<file path="config.mk">
export PLATFORM = sky130hd
export DESIGN_NAME = johnson_ring_decoder
export DESIGN_NICKNAME = d
export VERILOG_FILES = /design/src/rtl/johnson_ring_decoder.sv
export SDC_FILE = /design/constraint.sdc
export NUM_CORES = 1
export LEC_CHECK = 0
export BUFFER_PORTS_ARGS = -buffer_cell sky130_fd_sc_hd__buf_4
export CORE_MARGIN = 2
export CORE_UTILIZATION = 54
export DETAILED_ROUTE_END_ITERATION = 8
export PLACE_DENSITY = 0.78
export SLEW_MARGIN = 20
export SYNTH_ARGS = -nofsm -noshare
export SYNTH_HDL_FRONTEND = slang
export SYNTH_SLANG_ARGS = --single-unit
</file>
<file path="constraint.sdc">
create_clock -name clk -period 1.92 [get_ports clk]
set_clock_uncertainty 0.1 [all_clocks]
set_input_delay 0.096 -clock clk [delete_from_list [all_inputs] [get_ports clk]]
set_output_delay 0.096 -clock clk [all_outputs]
set_load 0.01 [all_outputs]
</file>
<file path="src/rtl/johnson_ring_decoder.sv">
// Decodes ring/Johnson counter words, tracks sequence lock and counts violations.
// Latency: one cycle from sampled code to registered outputs.
// Backpressure: none; a sample is taken on every in_valid cycle, and idle cycles hold state.
module johnson_ring_decoder #(
    parameter int ERR_W = 8
) (
    input  logic             clk,
    input  logic             rst_n,
    input  logic             in_valid,
    input  logic             mode,
    input  logic [3:0]       code,
    output logic             out_valid,
    output logic [2:0]       index,
    output logic             legal,
    output logic             seq_err,
    output logic             locked,
    output logic [ERR_W-1:0] err_count
);

    typedef enum logic [1:0] {
        UNLOCKED = 2'd0,
        CHECK    = 2'd1,
        LOCKED   = 2'd2
    } state_t;

    state_t     state_q;
    state_t     state_d;
    logic [3:0] ref_q;
    logic       mode_q;

    logic       dec_legal;
    logic [2:0] dec_index;
    logic [3:0] succ;
    logic       in_seq;
    logic       viol;

    always_comb begin
        dec_legal = 1'b0;
        dec_index = 3'd0;
        if (mode) begin
            case (code)
                4'b0000: begin dec_legal = 1'b1; dec_index = 3'd0; end
                4'b0001: begin dec_legal = 1'b1; dec_index = 3'd1; end
                4'b0011: begin dec_legal = 1'b1; dec_index = 3'd2; end
                4'b0111: begin dec_legal = 1'b1; dec_index = 3'd3; end
                4'b1111: begin dec_legal = 1'b1; dec_index = 3'd4; end
                4'b1110: begin dec_legal = 1'b1; dec_index = 3'd5; end
                4'b1100: begin dec_legal = 1'b1; dec_index = 3'd6; end
                4'b1000: begin dec_legal = 1'b1; dec_index = 3'd7; end
                default: begin dec_legal = 1'b0; dec_index = 3'd0; end
            endcase
        end else begin
            case (code)
                4'b0001: begin dec_legal = 1'b1; dec_index = 3'd0; end
                4'b0010: begin dec_legal = 1'b1; dec_index = 3'd1; end
                4'b0100: begin dec_legal = 1'b1; dec_index = 3'd2; end
                4'b1000: begin dec_legal = 1'b1; dec_index = 3'd3; end
                default: begin dec_legal = 1'b0; dec_index = 3'd0; end
            endcase
        end
    end

    // Successor of the stored word in the stored mode; the Johnson twist inverts the fed-back MSB.
    assign succ   = mode_q ? {ref_q[2:0], ~ref_q[3]} : {ref_q[2:0], ref_q[3]};
    assign in_seq = (code == succ);

    always_comb begin
        state_d = state_q;
        viol    = 1'b0;
        if (in_valid) begin
            if (mode != mode_q) begin
                state_d = dec_legal ? CHECK : UNLOCKED;
            end else begin
                case (state_q)
                    UNLOCKED: state_d = dec_legal ? CHECK : UNLOCKED;
                    CHECK: begin
                        if (in_seq) state_d = LOCKED;
                        else        state_d = dec_legal ? CHECK : UNLOCKED;
                    end
                    LOCKED: begin
                        if (in_seq) begin
                            state_d = LOCKED;
                        end else begin
                            viol    = 1'b1;
                            state_d = dec_legal ? CHECK : UNLOCKED;
                        end
                    end
                    default: state_d = UNLOCKED;
                endcase
            end
        end
    end

    always_ff @(posedge clk or negedge rst_n) begin
        if (!rst_n) begin
            state_q   <= UNLOCKED;
            ref_q     <= 4'b0000;
            mode_q    <= 1'b0;
            out_valid <= 1'b0;
            index     <= 3'd0;
            legal     <= 1'b0;
            seq_err   <= 1'b0;
            locked    <= 1'b0;
            err_count <= '0;
        end else begin
            state_q   <= state_d;
            out_valid <= in_valid;
            if (in_valid) begin
                ref_q   <= code;
                mode_q  <= mode;
                index   <= dec_index;
                legal   <= dec_legal;
                seq_err <= viol;
                locked  <= (state_d == LOCKED);
                if (viol && !(&err_count)) begin
                    err_count <= err_count + 1'b1;
                end
            end else begin
                seq_err <= 1'b0;
            end
        end
    end

endmodule

</file>
* Word-level counts from Yosys, hierarchy flattened
Memory sizes are Yosys's and may differ from the RTL's.
Cells that the tools add are included.
** Operators by class
- Muxes and demuxes :: 15
- Reduce and logical (&&, ||, !) cells :: 7
- Eq/ne operators :: 9
- Add/sub/neg operators :: 1
- Bitwise operators :: 1
** Operators with widths (number)
- 2-to-1 mux 1 bit :: 9
- adder 8 x 1 -> 8 bit (second input constant) :: 1
- AND reduction 8 bit :: 1
- 2-to-1 mux 2 bit :: 3
- one-hot mux 2 bit (3 select lines) :: 1
- == test 2 bit (second input constant) :: 2
- == test 4 x 1 -> 1 bit (second input constant) :: 1
- == test 4 x 2 -> 1 bit (second input constant) :: 1
- == test 4 x 3 -> 1 bit (second input constant) :: 1
- == test 4 bit :: 1
- == test 4 bit (second input constant) :: 1
- one-hot mux 2 bit (2 select lines) :: 1
- OR reduction 4 bit :: 1
- 2-to-1 mux 3 bit :: 1
- == test 2 x 1 -> 1 bit (second input constant) :: 1
- logical NOT 2 bit :: 1
- AND reduction 2 bit :: 1
- OR reduction 2 bit :: 1
- logical AND 1 bit :: 1
- logical NOT 1 bit :: 1
- inequality test 1 bit :: 1
- NOT 1 bit :: 1
** Storage, ports and cells
- Register bits after elaboration :: 22
- ROM bits :: 64
- Output and inout port bits :: 15
- Logic and storage cells :: 43
- Memories :: 1
** Memory list
- (name not given) :: depth 16, width 4, read ports 1, clocked after memory_dff 0, wr ports 0, RTL line 41 : case (code)

* Longest topological paths before layout
Gate-level depths: netlist (run 1).
- Depth after elaboration :: 10
- Depth in mapped cells :: 7
- Mapped depth without buffers :: 6

* Worst setup path before layout (run 1)
OpenSTA, ideal clock, no wires.
- Path type :: register -> register
- Start point :: register err_count[0]
- End point :: register err_count[1]
- Clock period less this slack :: 1.736 ns
- Stages on the path, launching flop included :: 7
- Slack :: 0.184 ns
- Arrival :: 1.511 ns
- Data required time :: 1.695 ns
- Cells stage by stage :: dfrtp_1 ha_1 and3_2 nand3_1 and3_1 buf_6 mux2_4
** Between the ends
- Word-level cells in the longest chain between the ends :: 4
- Elaborated cells between the ends (all ways) :: 5
** RTL lines
- from (decl) :: RTL line 17 : output logic [ERR_W-1:0] err_count
- from (signal assigned) :: RTL line 116 : err_count <= err_count + 1'b1;
- parallel branches: the longest is 4 deep, another holds adder 8 x 1 -> 8 bit
Parallel ways; which one is timed is not known.
A chain may end at the register's enable or synchronous reset.

* Worst setup path in the final report (run 1)
- Start point :: register err_count[0]
- End point :: register err_count[6]
Same word-level chain as after synthesis.

==> results.json, run 1 <==
{
  "crit_fanout": 7,
  "io_pins": 23,
  "grt_antenna_before_repair": 0,
  "hold_viol_final": 0,
  "wl_met3_um": 99,
  "postSynthAreaPerCell_um2": 10.8,
  "final_cell_area_um2": 1420,
  "met2_length_um": 1150,
  "final_cell_mix": "dfrtp_1 (22), buf_4 (22), xnor2_1 (11)",
  "htree_levels": 1,
  "grt_pass1_vias": 827,
  "finalCriticalPeriod_ns": 1.81,
  "place_ws_ns": 0.0687,
  "yosys_warnings": 0,
  "drt_iter0_markers": 15,
  "cts_sinks": 22,
  "reg2reg_depth": 6,
  "maxSlewViolCount": 0,
  "slew_headroom": 0.821,
  "routed_wl_um": 2290,
  "cpPeakStageDelay_ns": 0.44,
  "drt_first_pass_iters": 4,
  "grt_max_degree": 23,
  "max_cap_violations": 0,
  "rsz0062_at_grt": "no",
  "tns_ns": 0,
  "whs_path_depth": 2,
  "wl_per_cell_um": 14.2,
  "p_per_area_nw_per_um2": 686,
  "startpoint_type": "flip-flop",
  "via_per_inst": 5.65,
  "stdcell_count": 161,
  "post-dp-hpwl_um": 1610,
  "layout_worst_path_cycle_share": 0.942,
  "post-route-util": 0.653,
  "areaGrowthSynthToFinish_pct": 16.9,
  "critPathRequiredTime_ns": 2.05,
  "peakVddDrop_mv": 0.486,
  "met1_length_um": 984,
  "path_cells": "ha_1, and3_2, nand3_1, and3_2, nand4_1, xnor2_1",
  "layout-drive-gt1-share": 0.301,
  "die_y_um": 51.4,
  "ys_seq_area_frac": 0.455,
  "ys_seq_elements": 22,
  "antenna_cells": 0,
  "holdWs_ns": 0.0165,
  "vias": 909,
  "critPathTopFamily": "simple AND/OR/NAND/NOR gates",
  "cp_common_cell": "and3_2",
  "synth_area_um2": 1210,
  "die_x_um": 51.4,
  "clk_pin_slew_ns": 0.12,
  "crit_arrival_ns": 1.94,
  "placed_cell_area_um2": 1350,
  "cts_root_buf": "clkbuf_4",
  "clk_path_buf_depth": 2,
  "crit_type": "reg2reg",
  "ant_nets": 0,
  "cts_setup_buffers": 0,
  "grt_pass1_wl_um": 3680,
  "gr-usage-all-layers": 0.190,
  "fin_ws_ns": 0.111,
  "min_path_type": "in2reg",
  "crit_cells": 6,
  "synth_cells": 112,
  "initial_core_util": 0.558,
  "status": "finished, final reports clean",
  "path_buf_inv": 0,
  "top_layer_used": "met4",
  "cts_tree": "built",
  "overflow": 0,
  "nNetsFinal": 146,
  "port_buffers": 22,
  "cts_made_buffers": 3,
  "gp_congestion": 0.847,
  "syn-num-nets": 124,
  "drc": 0,
  "power_mw": 0.972,
  "clock_latency_ns": 0.31,
  "leakagePower_nw": 0.666,
  "rows": 17,
  "core_um2": 2170,
  "finalSetupViolCount": 0,
  "end_kind": "flip-flop",
  "fmax_mhz": 553,
  "slowest_stage": "dfrtp_1",
  "synthDistinctLibCells": 34,
  "tightestPinTransition_ns": 0.265,
  "die_area_um2": 2640,
  "dp.cells": 154
}
-- routing by layer --
layer,vias up,global-route usage
li1,435,-
met3,8,0.0263
met4,0,0.0833
met2,31,0.314
met1,435,0.249
met5,-,0
-- synthesized netlist by cell type --
library cell / instances / area share
or3_1: 1 / 0.0052
inv_1: 8 / 0.025
xnor3_1: 1 / 0.019
and3_1: 2 / 0.010
nor2b_1: 1 / 0.0052
nor3_1: 1 / 0.0041
nand2b_1: 2 / 0.010
nand4_2: 2 / 0.021
nand3_1: 3 / 0.012
a211o_2: 1 / 0.0083
mux2_4: 1 / 0.012
ha_1: 4 / 0.041
o32ai_1: 1 / 0.0072
nand2_1: 7 / 0.022
a21oi_1: 2 / 0.0083
mux2_2: 5 / 0.046
buf_6: 4 / 0.037
nand4b_1: 1 / 0.0072
o31ai_1: 1 / 0.0062
dfrtp_1: 22 / 0.45
nor4b_1: 1 / 0.0072
buf_2: 2 / 0.0083
xor2_1: 1 / 0.0072
and3_2: 3 / 0.019
and2_4: 1 / 0.0072
a31oi_1: 4 / 0.021
xnor2_1: 11 / 0.080
a311o_1: 1 / 0.0083
clkbuf_1: 2 / 0.0062
mux2_1: 1 / 0.0093
nor2_1: 4 / 0.012
nand4_1: 5 / 0.026
o21ai_0: 4 / 0.017
o22ai_1: 2 / 0.010
-- cell families (layout without fill, tap and decap cells) --
kind of cell,Yosys count,count (layout),synth area share
AOI/OAI and AO/OA,16,16,0.0857
xor gates and xnor gates,13,13,0.105
adders and majority gates,4,4,0.0413
buffers and inverters,16,37,0.0764
DFF,22,22,0.455
muxes,7,7,0.0682
and+or+nand+nor,34,34,0.168
-- final cells by class --
| type | count | area [um^2] |
|---|---|---|
| fillers | 181 | 753 |
| multi-input cells | 74 | 569 |
| flip-flops and latches | 22 | 551 |
| repair buffers | 25 | 195 |
| clock buffers | 4 | 36.3 |
| well taps | 28 | 35.0 |
| inverters | 8 | 30.0 |
-- what timing repair did --
item                                   in CTS  in global routing
resized for setup                           0                  1
endpoints found under the hold margin      24                  0
hold buffers                                3                  0
setup endpoints to repair                   0                  4
-- path summary, 6_finish.rpt --
kind / startpoint / to / slack, ns
worst max register to register: err_count[0]$_DFFE_PN0P_ / err_count[6]$_DFFE_PN0P_ / 0.11
worst max-delay path: err_count[0]$_DFFE_PN0P_ / err_count[6]$_DFFE_PN0P_ / 0.11
max in group asynchronous: rst_n / ref_q[1]$_DFFE_PN0P_ / 1.41
worst min register to register: err_count[5]$_DFFE_PN0P_ / err_count[5]$_DFFE_PN0P_ / 0.41
worst min-delay path: mode / mode_q$_DFFE_PN0P_ / 0.02
min in group asynchronous: rst_n / state_q[0]$_DFF_PN0_ / 0.09
-- state kept, by name, summed over array words and instances (netlist names) --
register,count
err_count,8
seq_err,1
locked,1
index,3
mode_q,1
ref_q,4
out_valid,1
state_q,2
legal,1
-- power breakdown --
part	internal, mW	total (mW)	switching, mW
logic	0.0967	0.193	0.0966
registers	0.496	0.522	0.0256
clock network	0.116	0.257	0.141
Note: power is estimated with default switching activity, not from simulation.
==> run 2, diff against run 1 <==
Settings changed: PLACE_DENSITY 0.78 to 0.86.
==> run 2 against run 1 <==
Compared with the run above:
- global-route usage decreased by 0.074 points
- critical endpoint is now err_count[7]$_DFFE_PN0P_
- maximum frequency decreased by 0.25%
- worst setup slack got worse by 0.0045 ns
- critical path depth increased by 1
- count of clock-buffer cells in the layout decreased by 1
==> results.json, run 2 (synthesis results as in run 1) <==
{
  "crit_fanout": 8,
  "leakagePower_nw": 0.659,
  "final_cell_area_um2": 1400,
  "layout-drive-gt1-share": 0.295,
  "overflow": 0,
  "grt_max_degree": 23,
  "ant_nets": 0,
  "clk_path_buf_depth": 2,
  "crit_arrival_ns": 1.91,
  "end_kind": "flip-flop",
  "die_x_um": 51.4,
  "finalCriticalPeriod_ns": 1.81,
  "max_cap_violations": 0,
  "cts_sinks": 22,
  "vias": 876,
  "drt_first_pass_iters": 4,
  "maxSlewViolCount": 0,
  "port_buffers": 22,
  "rows": 17,
  "multiInputGateArea_um2": 569,
  "slew_headroom": 0.818,
  "p_per_area_nw_per_um2": 653,
  "routed_wl_um": 2130,
  "grt_antenna_before_repair": 0,
  "dp.cells": 154,
  "gp_congestion": 0.845,
  "tightestPinTransition_ns": 0.274,
  "drc": 0,
  "cts_made_buffers": 3,
  "areaGrowthSynthToFinish_pct": 15.8,
  "status": "finished, final reports clean",
  "cts_root_buf": "clkbuf_4",
  "layout_worst_path_cycle_share": 0.944,
  "crit_type": "in2reg",
  "io_pins": 23,
  "gr-usage-all-layers": 0.190,
  "reg_top3": "err_count x8, ref_q x4, index x3",
  "tns_ns": 0,
  "htree_levels": 1,
  "via_per_inst": 5.48,
  "die_area_um2": 2640,
  "wl_per_cell_um": 13.3,
  "clock_latency_ns": 0.30,
  "fmax_mhz": 551,
  "final_cell_mix": "dfrtp_1 (22), buf_4 (22), xnor2_1 (11)",
  "core_um2": 2170,
  "antenna_cells": 0,
  "register_area_um2": 551,
  "grt_pass1_vias": 854,
  "nNetsFinal": 146,
  "drt_iter0_markers": 14,
  "stdcell_count": 160,
  "startpoint_type": "primary input",
  "regMostFlops": "err_count",
  "rsz0062_at_grt": "no",
  "critPathRequiredTime_ns": 2.02,
  "cts_tree": "built",
  "peakVddDrop_mv": 0.468,
  "hold_viol_final": 0,
  "clk_pin_slew_ns": 0.11,
  "finalSetupViolCount": 0,
  "initial_core_util": 0.558,
  "placed_cell_area_um2": 1350,
  "holdWs_ns": 0.0217,
  "n_fill_cell": 178,
  "largest_reg_flops": 8,
  "min_path_type": "in2reg",
  "grt_pass1_wl_um": 3690,
  "die_y_um": 51.4,
  "post-dp-hpwl_um": 1530
}
## run 2: where the power goes
group / total [mW] / switching [mW] / internal (mW)
logic: 0.188 / 0.0923 / 0.0961
registers: 0.523 / 0.0272 / 0.496
clock network: 0.204 / 0.131 / 0.0732
total: 0.916 / 0.250 / 0.665
## run 2: area by class of cell
| cell class | count | share of cell area |
|---|---|---|
| Inverter | 8 | 0.0214 |
| Sequential cell | 22 | 0.393 |
| Clock buffer | 3 | 0.0161 |
| Tap cell | 28 | 0.0250 |
| Timing Repair Buffer | 25 | 0.139 |
| Multi-Input combinational cell | 74 | 0.406 |
## run 2: path summary, 6_finish.rpt
check,start,cells after the start,slack (ns),endpoint
worst max-delay path,code[0],7,0.11,err_count[7]$_DFFE_PN0P_
worst min-delay path,mode,2,0.02,mode_q$_DFFE_PN0P_
worst max register to register,err_count[0]$_DFFE_PN0P_,5,0.13,err_count[1]$_DFFE_PN0P_
worst min register to register,err_count[5]$_DFFE_PN0P_,1,0.42,err_count[5]$_DFFE_PN0P_
max in group asynchronous,rst_n,2,1.41,err_count[1]$_DFFE_PN0P_
min in group asynchronous,rst_n,2,0.09,index[1]$_DFFE_PN0P_
## run 2: repair_timing
item	4_1_cts	5_1_grt
endpoints found under the setup margin	0	6
endpoints found under the hold margin	24	0
setup buffers	0	0
hold buffers	3	0
resized for setup	0	1
## run 2: stage by stage
step                total power, mW  setup slack (ns)  utilization
global placement              0.707             0.150        0.622
floorplan                     0.651             0.184            -
global route                  0.969            0.0190        0.646
detailed placement            0.718            0.0758        0.622
finish                        0.916             0.107        0.646
CTS                           0.927            0.0355        0.646
## run 2: critical path: stages
cell and delay, ns:
dlygate4sd3_1 0.53, buf_4 0.16, xnor3_1 0.37, nand4_2 0.16, and2_4 0.18, nand4_1 0.08, mux2_1 0.32
## run 2: per-layer routing
| metal | wire [um] | up-vias | GRT usage |
|---|---|---|---|
| li1 | - | 430 | - |
| met3 | 74 | 4 | 0.0351 |
| met1 | 1030 | 427 | 0.254 |
| met5 | 0 | - | 0 |
| met2 | 996 | 15 | 0.301 |
| met4 | 30 | 0 | 0.0789 |
==> run 3, diff against run 2 <==
Settings changed: RECOVER_POWER set to 25.
==> run 3 against run 2 <==
Compared with the run above:
- worst hold slack hardly changed
- die area stayed put
- final cell count stayed put
- total power is 0.12% lower
- core utilization is 0.17 points lower
- critical path type unchanged
- wire length is 0.14% lower
- global-route usage stayed put
==> results.json, run 3 (synthesis results as in run 1) <==
{
  "leakagePower_nw": 0.655,
  "cts_made_buffers": 3,
  "final_cell_mix": "dfrtp_1 (22), buf_4 (21), xnor2_1 (11)",
  "gr-usage-all-layers": 0.190,
  "nNetsFinal": 146,
  "peakVddDrop_mv": 0.468,
  "critPathRequiredTime_ns": 2.02,
  "n_fill_cell": 178,
  "drt_first_pass_iters": 4,
  "grt_pass1_vias": 854,
  "cts_root_buf": "clkbuf_4",
  "crit_fanout": 8,
  "final_common_cell": "dfrtp_1",
  "vias": 875,
  "register_area_um2": 551,
  "antenna_cells": 0,
  "post-dp-hpwl_um": 1530,
  "post-route-util": 0.645,
  "slew_headroom": 0.246,
  "ant_nets": 0,
  "drt_iter0_markers": 14,
  "gp_congestion": 0.845,
  "grt_max_degree": 23,
  "fmax_mhz": 551,
  "layout_worst_path_cycle_share": 0.944,
  "via_per_inst": 5.47,
  "clk_path_buf_depth": 2,
  "core_um2": 2170,
  "slowest_stage": "dlygate4sd3_1",
  "port_buffers": 22,
  "die_area_um2": 2640,
  "startpoint_type": "primary input",
  "rsz0062_at_grt": "no",
  "crit_type": "in2reg",
  "path_cells": "dlygate4sd3_1, buf_4, xnor3_1, nand4_2, and2_4, nand4_1, mux2_1",
  "rows": 17,
  "cts_setup_buffers": 0,
  "end_kind": "flip-flop",
  "crit_arrival_ns": 1.91,
  "regMostFlops": "err_count",
  "htree_levels": 1,
  "clock_latency_ns": 0.30,
  "status": "finished, final reports clean",
  "p_per_area_nw_per_um2": 654,
  "die_y_um": 51.4,
  "cts_sinks": 22,
  "grt_pass1_wl_um": 3690,
  "multiInputGateArea_um2": 569,
  "max_cap_violations": 0,
  "min_path_type": "in2reg",
  "cts_tree": "built",
  "routed_wl_um": 2120,
  "areaGrowthSynthToFinish_pct": 15.5,
  "reg_top3": "err_count x8, ref_q x4, index x3",
  "finalSetupViolCount": 0,
  "initial_core_util": 0.558,
  "overflow": 0,
  "largest_reg_flops": 8,
  "io_pins": 23,
  "tightestPinTransition_ns": 1.13,
  "grt_antenna_before_repair": 0,
  "layout-drive-gt1-share": 0.288,
  "finalCriticalPeriod_ns": 1.81,
  "drc": 0,
  "die_x_um": 51.4,
  "wl_per_cell_um": 13.3,
  "cpPeakStageDelay_ns": 0.53,
  "hold_viol_final": 0,
  "maxSlewViolCount": 0,
  "clk_pin_slew_ns": 0.11,
  "tns_ns": 0
}
## run 3: cell types whose count changed in the layout (fill, tap and decap cells not counted), sizes merged
cell    previous run  this run
clkbuf             3         4
buf               22        21
## run 3: report_power, final
| part | total [mW] | switching, mW | leakage, nW | internal, mW |
|---|---|---|---|---|
| clock network | 0.204 | 0.131 | 0.0138 | 0.0732 |
| logic | 0.187 | 0.0921 | 0.356 | 0.0952 |
| registers | 0.523 | 0.0272 | 0.285 | 0.496 |
| total | 0.915 | 0.250 | 0.655 | 0.665 |
## run 3: final cells by class
cell class	instances	share of cell area
multi-input cells	74	0.407
flip-flops and latches	22	0.394
repair buffers	25	0.137
well taps	28	0.0250
inverters	8	0.0215
clock buffers	3	0.0161
## run 3: routing by layer
metal  vias to the layer above  share of wire  GRT usage
met5                         -              0          0
met4                         0          0.014     0.0789
met3                         4          0.035     0.0351
met2                        15           0.47      0.301
met1                       426           0.48      0.254
li1                        430              -          -
## run 3: final timing paths
path / slack (ns) / from / cells past startpoint / end
setup / recovery: 0.11 / code[0] / 7 / err_count[7]$_DFFE_PN0P_
hold / removal: 0.02 / mode / 2 / mode_q$_DFFE_PN0P_
setup reg to reg: 0.13 / err_count[0]$_DFFE_PN0P_ / 5 / err_count[1]$_DFFE_PN0P_
hold reg to reg: 0.42 / err_count[5]$_DFFE_PN0P_ / 1 / err_count[5]$_DFFE_PN0P_
max in group asynchronous: 0.63 / rst_n / 2 / err_count[1]$_DFFE_PN0P_
min in group asynchronous: 0.42 / rst_n / 2 / index[1]$_DFFE_PN0P_
## run 3: repair_timing
item / CTS / global route
hold endpoints to repair: 24 / 0
resized for setup: 0 / 1
hold buffers: 3 / 0
setup endpoints to repair: 0 / 6
## run 3: critical path: cells and delay by family
family | cells | cell delay [ns]
multiplexers | 1 | 0.32
AND/OR/NAND/NOR | 3 | 0.42
buffers and inverters | 2 | 0.69
XOR/XNOR | 1 | 0.37
## run 3: per-stage QoR
step                      power, mW  hold slack, ns  cell area [um^2]  instances  setup slack (ns)
after floorplan               0.651          -0.300              1210        112             0.184
after global placement        0.707          -0.105              1350        154             0.150
after detailed placement      0.718          -0.102              1350        154            0.0758
after CTS                     0.927          0.0119              1400        160            0.0355
after global routing          0.968          0.0245              1400        160            0.0190
final                         0.915          0.0217              1400        160             0.107
